[src/rtl/alu_pkg.sv]
// Shared ALU definitions: op-code encodings, op width and condition-flag bit positions.
// Imported by alu_unit and by the EX stage that drives it.
package alu_pkg;

    localparam int ALUOP_L = 5;

    localparam logic [ALUOP_L-1:0] ALU_ADD   = 5'd0;
    localparam logic [ALUOP_L-1:0] ALU_ADDU  = 5'd1;
    localparam logic [ALUOP_L-1:0] ALU_SUB   = 5'd2;
    localparam logic [ALUOP_L-1:0] ALU_SUBU  = 5'd3;
    localparam logic [ALUOP_L-1:0] ALU_AND   = 5'd4;
    localparam logic [ALUOP_L-1:0] ALU_OR    = 5'd5;
    localparam logic [ALUOP_L-1:0] ALU_XOR   = 5'd6;
    localparam logic [ALUOP_L-1:0] ALU_NOR   = 5'd7;
    localparam logic [ALUOP_L-1:0] ALU_SLT   = 5'd8;
    localparam logic [ALUOP_L-1:0] ALU_SLTU  = 5'd9;
    localparam logic [ALUOP_L-1:0] ALU_SLL   = 5'd10;
    localparam logic [ALUOP_L-1:0] ALU_SRL   = 5'd11;
    localparam logic [ALUOP_L-1:0] ALU_SRA   = 5'd12;
    localparam logic [ALUOP_L-1:0] ALU_LUI   = 5'd13;
    localparam logic [ALUOP_L-1:0] ALU_ADDC  = 5'd14;
    localparam logic [ALUOP_L-1:0] ALU_SUBB  = 5'd15;
    localparam logic [ALUOP_L-1:0] ALU_PASSA = 5'd16;
    localparam logic [ALUOP_L-1:0] ALU_PASSB = 5'd17;
    localparam logic [ALUOP_L-1:0] ALU_MUL   = 5'd18;
    localparam logic [ALUOP_L-1:0] ALU_EQ    = 5'd19;
    localparam logic [ALUOP_L-1:0] ALU_NE    = 5'd20;

    // Bit positions inside the registered {V, C, Z} flag word.
    localparam int ST_Z = 0;
    localparam int ST_C = 1;
    localparam int ST_V = 2;

endpackage

[src/rtl/alu_shifter.sv]
// Combinational barrel shifter for alu_unit: produces SLL, SRL and SRA of a_i
// by shamt_i in parallel; the parent selects the one it needs.
module alu_shifter #(
    parameter int W    = 32,
    parameter int SH_W = $clog2(W)
) (
    input  logic [W-1:0]    a_i,
    input  logic [SH_W-1:0] shamt_i,
    output logic [W-1:0]    sll_o,
    output logic [W-1:0]    srl_o,
    output logic [W-1:0]    sra_o
);

    assign sll_o = a_i << shamt_i;
    assign srl_o = a_i >> shamt_i;
    assign sra_o = $signed(a_i) >>> shamt_i;

endmodule

[src/rtl/alu_unit.sv]
// EX-stage integer ALU: combinational result, {V,C,Z} flags registered one clock later.
// Optional feature macro ALU_MUL_EN enables the signed multiply on op 18.
module alu_unit #(
    parameter int REG_SZ  = 32,
    parameter int ALUOP_L = alu_pkg::ALUOP_L
) (
    input  logic                     clk,
    input  logic                     rst,
    input  logic signed [REG_SZ-1:0] a,
    input  logic signed [REG_SZ-1:0] b,
    input  logic                     c,
    input  logic [ALUOP_L-1:0]       op,
    output logic signed [REG_SZ-1:0] ans,
    output logic [2:0]               st
);
    import alu_pkg::*;

    localparam int SH_W = $clog2(REG_SZ);

    logic [REG_SZ-1:0] ans_d;
    logic [2:0]        st_d;
    logic [2:0]        st_q;
    logic [REG_SZ:0]   sum;
    logic [REG_SZ:0]   dif;
    logic              cin;
    logic              bin;
    logic [REG_SZ-1:0] sll_r;
    logic [REG_SZ-1:0] srl_r;
    logic [REG_SZ-1:0] sra_r;
    logic              sa;
    logic              sb;

    alu_shifter #(
        .W    (REG_SZ),
        .SH_W (SH_W)
    ) u_shifter (
        .a_i     (a),
        .shamt_i (b[SH_W-1:0]),
        .sll_o   (sll_r),
        .srl_o   (srl_r),
        .sra_o   (sra_r)
    );

`ifdef ALU_MUL_EN
    logic signed [REG_SZ-1:0] prod;
    assign prod = a * b;
`endif

    // One extra bit on the adder and subtractor gives carry-out / borrow directly.
    assign cin = (op == ALU_ADDC) ? c : 1'b0;
    assign bin = (op == ALU_SUBB) ? c : 1'b0;
    assign sum = {1'b0, a} + {1'b0, b} + {{REG_SZ{1'b0}}, cin};
    assign dif = {1'b0, a} - {1'b0, b} - {{REG_SZ{1'b0}}, bin};
    assign sa  = a[REG_SZ-1];
    assign sb  = b[REG_SZ-1];

    always_comb begin
        ans_d = '0;
        unique case (op)
            ALU_ADD, ALU_ADDU, ALU_ADDC: ans_d = sum[REG_SZ-1:0];
            ALU_SUB, ALU_SUBU, ALU_SUBB: ans_d = dif[REG_SZ-1:0];
            ALU_AND:   ans_d = a & b;
            ALU_OR:    ans_d = a | b;
            ALU_XOR:   ans_d = a ^ b;
            ALU_NOR:   ans_d = ~(a | b);
            ALU_SLT:   ans_d = {{(REG_SZ-1){1'b0}}, (a < b)};
            ALU_SLTU:  ans_d = {{(REG_SZ-1){1'b0}}, ($unsigned(a) < $unsigned(b))};
            ALU_SLL:   ans_d = sll_r;
            ALU_SRL:   ans_d = srl_r;
            ALU_SRA:   ans_d = sra_r;
            ALU_LUI:   ans_d = {b[15:0], {(REG_SZ-16){1'b0}}};
            ALU_PASSA: ans_d = a;
            ALU_PASSB: ans_d = b;
`ifdef ALU_MUL_EN
            ALU_MUL:   ans_d = prod;
`endif
            ALU_EQ:    ans_d = {{(REG_SZ-1){1'b0}}, (a == b)};
            ALU_NE:    ans_d = {{(REG_SZ-1){1'b0}}, (a != b)};
            default:   ans_d = '0;
        endcase
    end

    always_comb begin
        st_d       = '0;
        st_d[ST_Z] = (ans_d == '0);
        unique case (op)
            ALU_ADD, ALU_ADDC: begin
                st_d[ST_C] = sum[REG_SZ];
                st_d[ST_V] = (sa == sb) && (sum[REG_SZ-1] != sa);
            end
            ALU_ADDU: st_d[ST_C] = sum[REG_SZ];
            ALU_SUB, ALU_SUBB: begin
                st_d[ST_C] = dif[REG_SZ];
                st_d[ST_V] = (sa != sb) && (dif[REG_SZ-1] != sa);
            end
            ALU_SUBU: st_d[ST_C] = dif[REG_SZ];
            default: ;
        endcase
    end

    always_ff @(posedge clk or posedge rst) begin
        if (rst) st_q <= '0;
        else     st_q <= st_d;
    end

    assign ans = ans_d;
    assign st  = st_q;

endmodule

[config.mk]
export PLATFORM = sky130hd
export DESIGN_NAME = alu_unit
export DESIGN_NICKNAME = d
export VERILOG_FILES = /design/src/rtl/alu_pkg.sv /design/src/rtl/alu_shifter.sv /design/src/rtl/alu_unit.sv
export SDC_FILE = /design/constraint.sdc
export NUM_CORES = 1
export LEC_CHECK = 0
export CAP_MARGIN = 20
export CORE_MARGIN = 1.5
export CORE_UTILIZATION = 31
export CTS_BUF_LIST = sky130_fd_sc_hd__clkbuf_4
export DETAILED_ROUTE_END_ITERATION = 8
export GPL_TIMING_DRIVEN = 0
export PLACE_DENSITY = 0.48
export SYNTH_ARGS = -nofsm -noshare
export SYNTH_HDL_FRONTEND = slang
export SYNTH_HIERARCHICAL = 1
export SYNTH_SLANG_ARGS = --single-unit
[constraint.sdc]
create_clock -name clk -period 6.6 [get_ports clk]
set_input_delay 0.99 -clock clk [delete_from_list [all_inputs] [get_ports clk]]
set_output_delay 0.99 -clock clk [all_outputs]
set_load 0.02 [all_outputs]
==> results.txt <==
----------------------------------------------------
[STA]
  Setup repair after global routing missed its margin ... no
  Final setup violating endpoints ... 0
  Slew at the pin closest to its max-slew limit ... 1.06 ns
  Setup total negative slack ... 0 ns
  Min cycle time layout ... 6.54 ns
  Max Freq ... 153 MHz
  Final period utilization ... 0.991
  Final critical-path setup slack ... 0.0581 ns
  Number of max-slew violations in the final report ... 0
  Fin. Hold Viols ... 0
  Worst slew margin relative to its limit ... 0.294

[Placed design]
  PortBufs ... 105
  Post-Place Cell Area ... 14100 um^2
  GP Congestion ... 1.05
  Half-perimeter wire length after placement ... 60.9 mm
  Setup slack after placement ... -1.58 ns

[Floorplan]
  DIE WIDTH ... 203 um
  Floorplan die area ... 41000 um^2
  Number of standard-cell rows in the floorplan ... 72
  Die Ht ... 203 um
  Placeable Area ... 39000 um^2
  Top-Level Pins ... 107
  Initial Util ... 0.316

[Finish]
  Final core utilization ... 0.370
  Non-Filler Cell Area, Final ... 14400 um^2
  # nets final ... 2030
  Share of layout cells above drive strength 1 ... 0.123
  Synth-to-Final Area Change ... 16.8%
  Number of flip-flops under the largest register name ... 3
  Filler cell count in the final layout ... 4198

[Clocking]
  TritonCTS clock tree ... done
  Clock slew seen by the registers of the worst setup and hold paths ... 0.04 ns
  Clock Tree Root ... sky130_fd_sc_hd__clkbuf_4
  Num Clock Sinks ... 3
  Inserted Clock Buffers ... 3
  H-tree depth ... 1
  Max clock buf depth ... 2

[Critical path]
  Arrival @ worst endpoint ... 6.63 ns
  Element type at the critical path end ... register
  Worst setup path end ... st[0]
  Critical-path maximum fanout ... 10
  Critical path origin ... b[1]
  Crit path kind ... in -> reg
  Required time of the critical path ... 6.68 ns
  Crit start category ... input pin

[Global routing]
  Met1 track demand over resource ... 0.486
  Antenna violations before repair ... 2
  Via count of the first global-routing pass ... 15000
  Met3 Usage GRT ... 0.0661
  Wire length of the first global-routing pass ... 108 mm
  Global-route total usage across every layer ... 0.360
  Peak-usage layer in the global routing report ... met2
  Pin count of the biggest net entering global routing ... 15
  Met2 layer usage reported by global route ... 0.577
  Remaining global-route overflow ... 0

[Synth]
  Warnings, synthesis ... 6
  Cells after Synth ... 1670
  Post-synthesis cell type with the largest combined area ... sky130_fd_sc_hd__ha_1
  Post-Syn Area ... 12300 um^2
  Main flop type after synthesis ... sky130_fd_sc_hd__dfrtp_1
  Number of enable-type register cells in the synthesized netlist ... 0
  Proportion of register bits with asynchronous set or reset after synthesis ... 1.00
  Number of nets in the synthesized netlist ... 1904
  Register area share after synthesis ... 0.00608
  Synth top area cells ... sky130_fd_sc_hd__ha_1 16%, sky130_fd_sc_hd__mux4_2 12%, sky130_fd_sc_hd__mux2i_1 4.6%
  Post-synthesis average cell area ... 7.39 um^2
  Post-synthesis cell type count ... 91
  FF+latch count, synth ... 3
  Share of Yosys cell area claimed by the top area cell type ... 0.160

[Route]
  First-pass iteration count of the detailed router ... 9
  Mean routed wirelength per cell ... 32.7 um
  Total wire length ... 75.8 mm
  Detailed-route DRC error count ... 0
  Total via count in the routed design ... 15400
  Via count normalized by instance count ... 6.67
  Final antenna-violating net count ... 0
  DRC violation total after the first TritonRoute iteration ... 2034

[Job]
  Maximum capacitance violations ... 0

[Worst hold path]
  Path type of the worst min-delay path ... in -> async

[Status]
  Outcome ... complete, no violations

[Power and ir drop]
  Power, Total ... 0.00159 W
  Leak ... 6.02 nW
  Power per standard cell area ... 110 nW/um^2
  Worst voltage drop across the vdd grid ... 0.0553 mV

----------------------------------------------------
-- area by class of cell --
cell class                 instances  area (um^2)  area share
multi-input combinational       1400        11400       0.788
buffer                           135          632      0.0438
clock buffer                       4         30.0     0.00208
tap                              518          648      0.0450
inverter                         128          480      0.0333
antenna                            1         2.50    0.000174
sequential                         3         75.1     0.00521
timing repair buffer             125         1190      0.0823
-- cell families after synthesis --
group                      Yosys count  share of synthesized area
xor gates and xnor gates            45                     0.0319
DFF                                  3                    0.00608
and+or+nand+nor                    502                      0.204
buffers and inverters              267                     0.0892
AOI/OAI and AO/OA                  543                      0.313
muxes                              148                      0.189
adders and majority gates          162                      0.167
-- worst min-delay path by stage --
| stage | start | to | slack (ns) | cells past startpoint |
|---|---|---|---|---|
| 2_1_floorplan | rst | st[0] | 0.74 | 1 |
| 3_3_place_gp | rst | st[2] | 1.17 | 2 |
| 3_5_place_dp | rst | st[2] | 1.17 | 2 |
| 4_1_cts | rst | st[1] | 0.92 | 2 |
| 5_1_grt | rst | st[0] | 0.93 | 2 |
| 6_report | rst | st[1] | 0.92 | 2 |
-- where the power goes --
group	internal, W	switching, W	total [W]
combinational	0.000549	0.000988	0.00154
sequential	0.0000193	0.000000159	0.0000195
clock	0.0000267	0.00000890	0.0000356
-- through the flow --
step / hold slack [ns] / instances
4_1_cts: 0.922 / 2313
2_1_floorplan: 0.744 / 1670
3_5_place_dp: 1.17 / 2294
3_3_place_gp: 1.17 / 2293
6_report: 0.924 / 2314
5_1_grt: 0.933 / 2313
-- repair_timing --
action,in CTS,in global routing
endpoints found under the setup margin,29,10
hold buffers,0,0
pin swaps,9,4
gates resized for setup,94,32
buffers inserted,19,0
-- critical path: stages --
cell and delay [ns]:
sky130_fd_sc_hd__clkdlybuf4s15_2 0.43, sky130_fd_sc_hd__buf_2 0.29, sky130_fd_sc_hd__buf_2 0.33, sky130_fd_sc_hd__buf_2 0.34, sky130_fd_sc_hd__nand3b_1 0.15, sky130_fd_sc_hd__o21ai_1 0.19
sky130_fd_sc_hd__a21oi_1 0.48, sky130_fd_sc_hd__o32ai_1 0.34, sky130_fd_sc_hd__a222oi_1 0.61, sky130_fd_sc_hd__nand4b_1 0.19, sky130_fd_sc_hd__or4_1 0.52, sky130_fd_sc_hd__or4b_1 0.64
sky130_fd_sc_hd__nor4_2 0.35, sky130_fd_sc_hd__nand4_1 0.29, sky130_fd_sc_hd__nor4_2 0.47
-- cell usage in the layout (no fill, tap or decap), types with 26 or more instances in the layout --
cell type,count
sky130_fd_sc_hd__ha_1,156
sky130_fd_sc_hd__mux2i_1,56
sky130_fd_sc_hd__nand2_1,119
sky130_fd_sc_hd__and2_1,26
sky130_fd_sc_hd__a21oi_1,101
sky130_fd_sc_hd__nor2_1,132
sky130_fd_sc_hd__inv_1,125
sky130_fd_sc_hd__nand3_1,40
sky130_fd_sc_hd__clkdlybuf4s50_1,61
sky130_fd_sc_hd__a21o_1,40
sky130_fd_sc_hd__xnor2_1,34
sky130_fd_sc_hd__a221oi_1,30
sky130_fd_sc_hd__mux4_2,65
sky130_fd_sc_hd__nor3_1,33
sky130_fd_sc_hd__a22oi_1,31
sky130_fd_sc_hd__o21ai_0,62
sky130_fd_sc_hd__clkbuf_1,77
-- synthesized netlist by cell type, types with 25 or more instances --
| master | instances |
|---|---|
| sky130_fd_sc_hd__ha_1 | 158 |
| sky130_fd_sc_hd__nor2_1 | 134 |
| sky130_fd_sc_hd__inv_1 | 125 |
| sky130_fd_sc_hd__nand2_1 | 119 |
| sky130_fd_sc_hd__a21oi_1 | 103 |
| sky130_fd_sc_hd__clkbuf_1 | 88 |
| sky130_fd_sc_hd__mux4_2 | 65 |
| sky130_fd_sc_hd__o21ai_0 | 63 |
| sky130_fd_sc_hd__mux2i_1 | 57 |
| sky130_fd_sc_hd__nand3_1 | 41 |
| sky130_fd_sc_hd__a21o_1 | 40 |
| sky130_fd_sc_hd__xnor2_1 | 34 |
| sky130_fd_sc_hd__nor3_1 | 33 |
| sky130_fd_sc_hd__a221oi_1 | 32 |
| sky130_fd_sc_hd__a22oi_1 | 32 |
| sky130_fd_sc_hd__and2_1 | 27 |
| sky130_fd_sc_hd__a31oi_1 | 25 |
| sky130_fd_sc_hd__buf_2 | 25 |
-- per-layer routing --
| metal | part of all wire | wire, um |
|---|---|---|
| met1 | 0.42 | 31800 |
| met2 | 0.44 | 33500 |
| met3 | 0.10 | 7640 |
| met4 | 0.037 | 2770 |
| met5 | 0.00096 | 73 |
No activity file was read; power rests on OpenSTA's default activity.
